**config.mk**
```make
export PLATFORM = sky130hd
export DESIGN_NAME = synapse_accum_engine
export DESIGN_NICKNAME = d
export VERILOG_FILES = /design/src/rtl/synapse_accum_engine.sv
export SDC_FILE = /design/constraint.sdc
export NUM_CORES = 1
export LEC_CHECK = 0
export CAP_MARGIN = 20
export CORE_MARGIN = 4
export CORE_UTILIZATION = 49
export CTS_CLUSTER_SIZE = 8
export DETAILED_ROUTE_END_ITERATION = 10
export PLACE_DENSITY = 0.77
export SETUP_SLACK_MARGIN = 0.5
export SYNTH_ARGS = -nofsm -noshare
export SYNTH_HDL_FRONTEND = slang
export SYNTH_SLANG_ARGS = --single-unit
```
**constraint.sdc**
```tcl
create_clock -name clk -period 3.2 [get_ports clk]
set_input_delay 0.8 -clock clk [delete_from_list [all_inputs] [get_ports clk]]
set_output_delay 0.8 -clock clk [all_outputs]
set_load 0.02 [all_outputs]
```
**src/rtl/synapse_accum_engine.sv**
```systemverilog
// -----------------------------------------------------------------------------
// synapse_accum_engine
//   Pops spike addresses from a show-ahead FIFO and reads NUM_OUT consecutive
//   synapse weights per spike. Each weight is added into one of NUM_OUT
//   per-neuron saturating accumulators.
//
// Ports
//   clk, rst            clock (rising edge), synchronous active-high reset
//   i_start             begin a run (sampled only in IDLE)
//   i_fifo_data/valid   FIFO head (show-ahead) and non-empty flag
//   o_fifo_rden         pop strobe (combinational, CHECK state)
//   o_mem_addr/o_mem_en synapse memory read port (combinational, READ state)
//   i_mem_rdata         read data, valid one cycle after the address
//   o_sums              packed accumulators, channel k at [k*SUM_WIDTH +: SUM_WIDTH]
//   o_sat               sticky per-channel saturation flags
//   o_busy, o_done      not-IDLE indicator, one-cycle completion pulse
// -----------------------------------------------------------------------------
module synapse_accum_engine #(
    parameter int DATA_WIDTH     = 8,
    parameter int ADDR_WIDTH     = 14,
    parameter int MEM_ADDR_WIDTH = 16,
    parameter int NUM_OUT        = 4,
    parameter int SUM_WIDTH      = 16,
    parameter int SIGNED_WEIGHTS = 1
) (
    input  logic                          clk,
    input  logic                          rst,
    input  logic                          i_start,
    input  logic [ADDR_WIDTH-1:0]         i_fifo_data,
    input  logic                          i_fifo_valid,
    output logic                          o_fifo_rden,
    output logic [MEM_ADDR_WIDTH-1:0]     o_mem_addr,
    output logic                          o_mem_en,
    input  logic [DATA_WIDTH-1:0]         i_mem_rdata,
    output logic [NUM_OUT*SUM_WIDTH-1:0]  o_sums,
    output logic [NUM_OUT-1:0]            o_sat,
    output logic                          o_busy,
    output logic                          o_done
);

    localparam int KW = (NUM_OUT > 1) ? $clog2(NUM_OUT) : 1;
    localparam int EW = SUM_WIDTH + 1;

    typedef enum logic [1:0] {S_IDLE, S_CHECK, S_READ, S_DONE} state_t;

    state_t                    r_state;
    logic [KW-1:0]             r_k;
    logic [MEM_ADDR_WIDTH-1:0] r_base;
    logic                      r_tag_vld;
    logic [KW-1:0]             r_tag_k;

    logic                      w_pop;
    logic                      w_rd;
    logic                      w_last_k;
    logic                      w_clear;
    logic [MEM_ADDR_WIDTH-1:0] w_base;

    // Strobes are gated by rst so nothing is popped or read in a reset cycle.
    assign w_pop    = (r_state == S_CHECK) && i_fifo_valid && !rst;
    assign w_rd     = (r_state == S_READ) && !rst;
    assign w_last_k = (r_k == KW'(NUM_OUT - 1));
    assign w_clear  = (r_state == S_IDLE) && i_start;
    // Product taken modulo 2^MEM_ADDR_WIDTH; low bits depend only on low operand bits.
    assign w_base   = MEM_ADDR_WIDTH'(i_fifo_data) * MEM_ADDR_WIDTH'(NUM_OUT);

    assign o_fifo_rden = w_pop;
    assign o_mem_en    = w_rd;
    assign o_mem_addr  = w_rd ? (r_base + MEM_ADDR_WIDTH'(r_k)) : '0;
    assign o_busy      = (r_state != S_IDLE);
    assign o_done      = (r_state == S_DONE);

    always_ff @(posedge clk) begin
        if (rst) begin
            r_state <= S_IDLE;
            r_k     <= '0;
            r_base  <= '0;
        end else begin
            case (r_state)
                S_IDLE: begin
                    if (i_start) r_state <= S_CHECK;
                end
                S_CHECK: begin
                    if (i_fifo_valid) begin
                        r_base  <= w_base;
                        r_k     <= '0;
                        r_state <= S_READ;
                    end else begin
                        r_state <= S_DONE;
                    end
                end
                S_READ: begin
                    r_k <= r_k + KW'(1);
                    if (w_last_k) r_state <= S_CHECK;
                end
                S_DONE: begin
                    r_state <= S_IDLE;
                end
                default: r_state <= S_IDLE;
            endcase
        end
    end

    // Tag travels alongside the one-cycle memory latency.
    always_ff @(posedge clk) begin
        if (rst) begin
            r_tag_vld <= 1'b0;
            r_tag_k   <= '0;
        end else begin
            r_tag_vld <= w_rd;
            r_tag_k   <= r_k;
        end
    end

    for (genvar g = 0; g < NUM_OUT; g++) begin : g_ch
        logic [SUM_WIDTH-1:0] r_sum;
        logic                 r_sat;
        logic [EW-1:0]        w_wext;
        logic [EW-1:0]        w_sext;
        logic [EW-1:0]        w_add;
        logic                 w_ovf;
        logic [SUM_WIDTH-1:0] w_next;

        if (SIGNED_WEIGHTS != 0) begin : g_s
            // One guard bit: overflow when the top two bits disagree.
            always_comb begin
                w_wext = EW'($signed(i_mem_rdata));
                w_sext = {r_sum[SUM_WIDTH-1], r_sum};
                w_add  = w_sext + w_wext;
                w_ovf  = w_add[EW-1] ^ w_add[EW-2];
                w_next = w_add[SUM_WIDTH-1:0];
                if (w_ovf)
                    w_next = w_add[EW-1] ? {1'b1, {(SUM_WIDTH-1){1'b0}}}
                                         : {1'b0, {(SUM_WIDTH-1){1'b1}}};
            end
        end else begin : g_u
            always_comb begin
                w_wext = EW'(i_mem_rdata);
                w_sext = {1'b0, r_sum};
                w_add  = w_sext + w_wext;
                w_ovf  = w_add[EW-1];
                w_next = w_ovf ? {SUM_WIDTH{1'b1}} : w_add[SUM_WIDTH-1:0];
            end
        end

        always_ff @(posedge clk) begin
            if (rst || w_clear) begin
                r_sum <= '0;
                r_sat <= 1'b0;
            end else if (r_tag_vld && (r_tag_k == KW'(g))) begin
                r_sum <= w_next;
                if (w_ovf) r_sat <= 1'b1;
            end
        end

        assign o_sums[g*SUM_WIDTH +: SUM_WIDTH] = r_sum;
        assign o_sat[g]                         = r_sat;
    end

endmodule

```
# After elaboration in Yosys (flattened, before gate mapping)
# Cells that the tools add are included.
dict set report totals {
  regBits 89
  inputBits 26
  out_inout_bits 88
  wordCells 69
}
dict set report op_classes {
  add_sub_neg 6
  n_eq_ne 10
  n_mux 15
  n_bitwise 4
  reduce_logical 21
}
# cell count
set ops {}
lappend ops {{16-bit two-way mux} 9}
lappend ops {{16-bit by 8-bit adder with 17-bit output} 4}
lappend ops {{16-bit by 2-bit adder with 16-bit output} 1}
lappend ops {{2-bit AND reduction} 7}
lappend ops {{2-bit equality test (second input constant)} 5}
lappend ops {{1-bit logical AND} 8}
lappend ops {{2-bit one-hot mux with 4 select lines} 1}
lappend ops {{2-bit two-way mux} 3}
lappend ops {{2-bit != test (second input constant)} 3}
lappend ops {{2-bit by 1-bit equality test with 1-bit output (second input constant)} 2}
lappend ops {{2-bit zero test} 2}
lappend ops {{2-bit one-hot mux with 2 select lines} 1}
lappend ops {{2-bit nonzero test} 2}
lappend ops {{1-bit XOR} 4}
lappend ops {{2-bit by 1-bit adder with 2-bit output (second input constant)} 1}
lappend ops {{1-bit zero test} 1}
lappend ops {{1-bit logical OR} 1}
lappend ops {{1-bit two-way mux} 1}

# Depth between registers and ports, before layout
# Gate-level depths: netlist of the first run.
dict set report logic_depth {
  ltp_word 3
  ltp_mapped 13
  ltp_nobuf 12
}

# Least setup slack after synthesis of the first run
# OpenSTA, ideal clock, no wires.
dict set report synth_path {
  kind {input port to flip-flop}
  from {in i_mem_rdata[0]}
  to {reg g_ch[0].r_sum[14]}
  setup_time_ns 0.070
  arrival_ns 3.050
  required_time_ns 3.130
  slack_ns 0.080
  cell_stages 12
  path_buffers 0
  cell_sequence {ha_1 inv_1 fa_1 and2b_1 o2111ai_2 and3_1 o31ai_2 a31o_2 a21oi_1 xor2_1 maj3_1 a21oi_1}
}
dict set report synth_via {
  elab_chain_len 3
  word_cells_on_any_way 4
  classes_between {add/sub: 1; mux: 2; bitwise: 1}
}
# element line
set synth_lines {}
lappend synth_lines {{start, declared} 34} ;# input logic [DATA_WIDTH-1:0] i_mem_rdata,
lappend synth_lines {{16-bit by 8-bit adder with 17-bit output (*)} 128} ;# w_add = w_sext + w_wext;
lappend synth_lines {{16-bit two-way mux or 1-bit XOR (tied branches)} {132, 129}}
lappend synth_lines {{16-bit two-way mux (*)} 131} ;# if (w_ovf)
lappend synth_lines {{end signal, assigned} 150} ;# r_sum <= w_next;
lappend synth_lines {{end, declared} 115} ;# logic [SUM_WIDTH-1:0] r_sum;
# Mark *: on every way between the ends. The rest lies on a longest branch, timed or not.
# A chain may end at the register's enable or synchronous reset.

# Final worst setup path of the first run
dict set report layout_path {
  from {in i_mem_rdata[0]}
  to {reg g_ch[2].r_sum[14]}
}
dict set report layout_via {
  elab_chain_len 3
  word_cells_on_any_way 4
  classes_between {add/sub: 1; mux: 2; bitwise: 1}
}
# element line
set layout_lines {}
lappend layout_lines {{16-bit by 8-bit adder with 17-bit output (*)} 128}
lappend layout_lines {{16-bit two-way mux or 1-bit XOR (tied branches)} {132, 129}}
lappend layout_lines {{16-bit two-way mux (*)} 131}
lappend layout_lines {{end signal, assigned} 150}
lappend layout_lines {{end, declared} 115}
# Marks and branches as above.

==> results.yml, run 1 <==
synth:
  syn_area_per_cell_um2: 8.045
  yosys.cell_types.count: 70
  synth_seq_cells: 89
  synthFlopType: "dfxtp_1"
  syn_nets: 939
  synthArstFlopShare_pct: 0
  synth_edf_count: 0
  yosysWarningCount: 0
  syn_area_um2: 6790
  ys_seq_area_share_pct: 26.24
  netlist_instances: 844
final_layout:
  drive_gt1_share_pct: 38.43
  multi_input_area_um2: 5674
  seqCellArea_um2: 1783
  fin_nets: 1227
  final_common_cell: "buf_4"
  fillers: 791
  final_area_um2: 10930
  fin_util_pct: 81.60
  final_cell_mix: "163 x buf_4, 88 x dfxtp_1, 85 x clkdlybuf4s50_1"
  antennaDiodeCount: 0
  finalNonFillerCells: 1313
  area_delta_synth_final_pct: 61.03
place:
  port_buffers: 113
  gp_congestion: 0.8896
  placedCellCount: 1252
  dp_slack_ns: -0.5883
  placement.cell_area_um2: 9646
  hpwlAfterDp_um: 15000
power:
  swShare_pct: 30.86
  power_density_nw_per_um2: 280.3
  p_clk_share_pct: 36.9
  p_comb_share_pct: 25.6
  p_leak_nw: 4.673
  p_sw_uw: 946.0
  ir_drop_uv: 345.3
  power_frac_seq_pct: 37.5
  internal_power_mw: 2.119
route:
  dr_total_vias: 7963
  dr.pass1.iters: 7
  routed.top_layer: "met4"
  viasPerCell: 6.065
  met1Wirelength_um: 9934
  drc: 0
  wl_met3_um: 1934
  final_antenna_net_count: 0
  route.met2.wl_um: 12550
  wl_per_cell_um: 19.63
  routed_wl_um: 25780
  drt_iter0_drc: 728
setup_path:
  r2r_end: "g_ch[0].r_sum[1]"
  endpoint_kind: "flop"
  path_cells: "buf_6, buf_12, buf_12, buf_4, ha_4, inv_2, fa_2, nor2b_1, o21ai_1, a21o_1, nand3_2, buf_6, a21o_1, a311oi_2, xnor2_1, a211oi_2, nor2_1"
  rrSetupSlack_ns: 0.36
  path_class: "in2reg"
  critPathSlowestCell: "a311oi_2"
  slowest_delay_ns: 0.31
  reg2reg_from: "g_ch[0].r_sum[0]"
  start_kind: "input port"
  worstPathArrival_ns: 3.40
  cp_max_fo: 3
  r2r_cells: 12
  critPathRequiredTime_ns: 3.44
clock_network:
  root_buffer: "clkbuf_16"
  cts.htree.levels: 3
  cts_buffers: 9
  clkTransAtPathRegs_ns: 0.07
  clk_latency_ns: 0.37
  hold_buffers: 0
  tritoncts: "built"
  cts_sinks: 89
  clockBufferDepth: 2
die:
  die_area_um2: 15810
  dieWidth_um: 125.7
  core-area_um2: 13400
  num_rows: 42
  ios: 114
  start_util_pct: 50.67
  die_h_um: 125.7
timing:
  rsz0062_at_grt: "yes"
  fin_crit_sh_pct: 98.61
  final_max_slew_viol_count: 0
  fin_setup_tns_ns: 0
  worst_pin_slew_ns: 1.186
  finalSetupViolations: 0
  fin_worst_skew_ns: 0.01056
  max_slew_margin_pct: 20.82
  period_minus_slack_ns: 3.156
  fin_ws_ns: 0.04434
  hold_viol: 0
  fmax_ghz: 0.3169
worst_hold_path:
  hold_path.class: "reg2reg"
  whs_path_depth: 2
  hold-path-endpoint: "r_base[6]"
  worst_hold_startpoint: "r_base[6]"
global_route:
  grt_pass1_vias: 7704
  antenna_found_initial: 0
  overflow: 0
  grt_first_pass_wirelength_um: 36180
  grt_usage_pct: 27.52
  grt_max_degree: 54
run_status:
  outcome: "finished, final reports clean"
flow_run:
  cap_violations: 0
-- Yosys cell counts, types with 3 or more instances --
library cell / n / area share (%)
o21a_1: 17 / 1.9
o21ai_0: 94 / 6.9
o211ai_1: 4 / 0.44
nand2_1: 59 / 3.3
xnor2_1: 34 / 4.4
a21oi_1: 116 / 8.5
maj3_2: 9 / 1.5
buf_4: 6 / 0.66
o21ai_2: 3 / 0.39
nand3_1: 10 / 0.74
buf_2: 5 / 0.37
inv_1: 30 / 1.7
nand2b_1: 8 / 0.74
and3_1: 6 / 0.55
or3_1: 3 / 0.28
o21ai_1: 3 / 0.22
dfxtp_1: 89 / 26
a31o_2: 4 / 0.52
nor2_1: 61 / 3.4
a31oi_1: 5 / 0.46
o22ai_1: 3 / 0.28
a21o_1: 24 / 2.7
nor2b_1: 9 / 0.83
o221ai_1: 4 / 0.52
a21oi_2: 10 / 1.3
fa_1: 4 / 1.2
or2_2: 5 / 0.46
and2_1: 19 / 1.8
xor2_1: 18 / 2.3
nor3_1: 19 / 1.4
ha_1: 65 / 12
a211oi_1: 10 / 1.1
clkbuf_1: 24 / 1.3
maj3_1: 12 / 1.8
nand4_1: 6 / 0.55
-- worst max path at each step --
stage / from / end
2_1_floorplan: i_mem_rdata[0] / g_ch[0].r_sum[14]
3_3_place_gp: i_mem_rdata[0] / g_ch[0].r_sum[12]
3_5_place_dp: i_mem_rdata[1] / g_ch[0].r_sum[5]
4_1_cts: i_mem_rdata[0] / g_ch[3].r_sum[13]
5_1_grt: i_mem_rdata[0] / g_ch[2].r_sum[14]
6_report: i_mem_rdata[0] / g_ch[2].r_sum[14]
-- worst max-delay path: cells and delay by family --
kind / cells / cell delay (ns)
AND/OR/NAND/NOR: 3 / 0.28
adder cells (fa/ha/maj): 2 / 0.36
AO/OA/AOI/OAI: 5 / 1.13
XOR/XNOR: 1 / 0.15
buffers and inverters: 6 / 0.69
-- per-stage QoR --
step | hold slack (ns) | power, mW
after floorplan | 0.4263 | 1.537
after global placement | 0.4350 | 1.788
after detailed placement | 0.4418 | 1.802
after CTS | 0.4520 | 2.971
after global routing | 0.4635 | 3.158
final | 0.4493 | 3.065
-- final cells by class --
| type | instances | area share, % |
|---|---|---|
| multi-input cells | 688 | 51.89 |
| inverters | 30 | 1.087 |
| clock inverters | 7 | 0.7095 |
| flip-flops and latches | 89 | 16.31 |
| repair buffers | 314 | 25.93 |
| well taps | 176 | 2.014 |
| clock buffers | 9 | 2.060 |
-- power groups by stage --
| stage | clock (mW) | combinational [mW] | sequential [mW] |
|---|---|---|---|
| after floorplan | 0 | 0.362 | 1.18 |
| after global placement | 0 | 0.616 | 1.17 |
| after detailed placement | 0 | 0.629 | 1.17 |
| after CTS | 1.13 | 0.694 | 1.15 |
| after global routing | 1.18 | 0.832 | 1.15 |
| final | 1.13 | 0.786 | 1.15 |
-- routing by layer --
layer	GRT usage [%]	vias to the layer above
met5	0	-
li1	-	3648
met4	14.22	0
met2	47.55	404
met1	31.18	3779
met3	7.240	132
-- state kept, by name (all words and copies together) (netlist names) --
register,count
r_k,2
r_tag_vld,1
r_state,2
g_ch.r_sum,64
r_tag_k,2
g_ch.r_sat,4
r_base,14
-- logic make-up (layout without fill, tap and decap cells) --
family          after synthesis  in the layout  synth area share, %
compound gates              331            331                30.72
simple gates                210            210                14.45
fa+ha+maj                    90             90                16.42
flops                        89             89                26.24
buf+inv                      67            360                4.128
xor+xnor                     55             55                7.758
mux                           2              2               0.2948
-- timing repair --
item                                    CTS  global route
pin swaps                                82            61
endpoints found under the setup margin   86            73
setup buffers                            23            19
gates cloned                              2             1
resized for setup                       173            78
Power figures use the tool's default switching activity.
==> inputs of run 2 (changes only) <==
Settings changed: CTS_CLUSTER_SIZE 8 to 28.
==> results of run 2 <==
No change in the layout: final DEF, timing and power equal those of run 1.
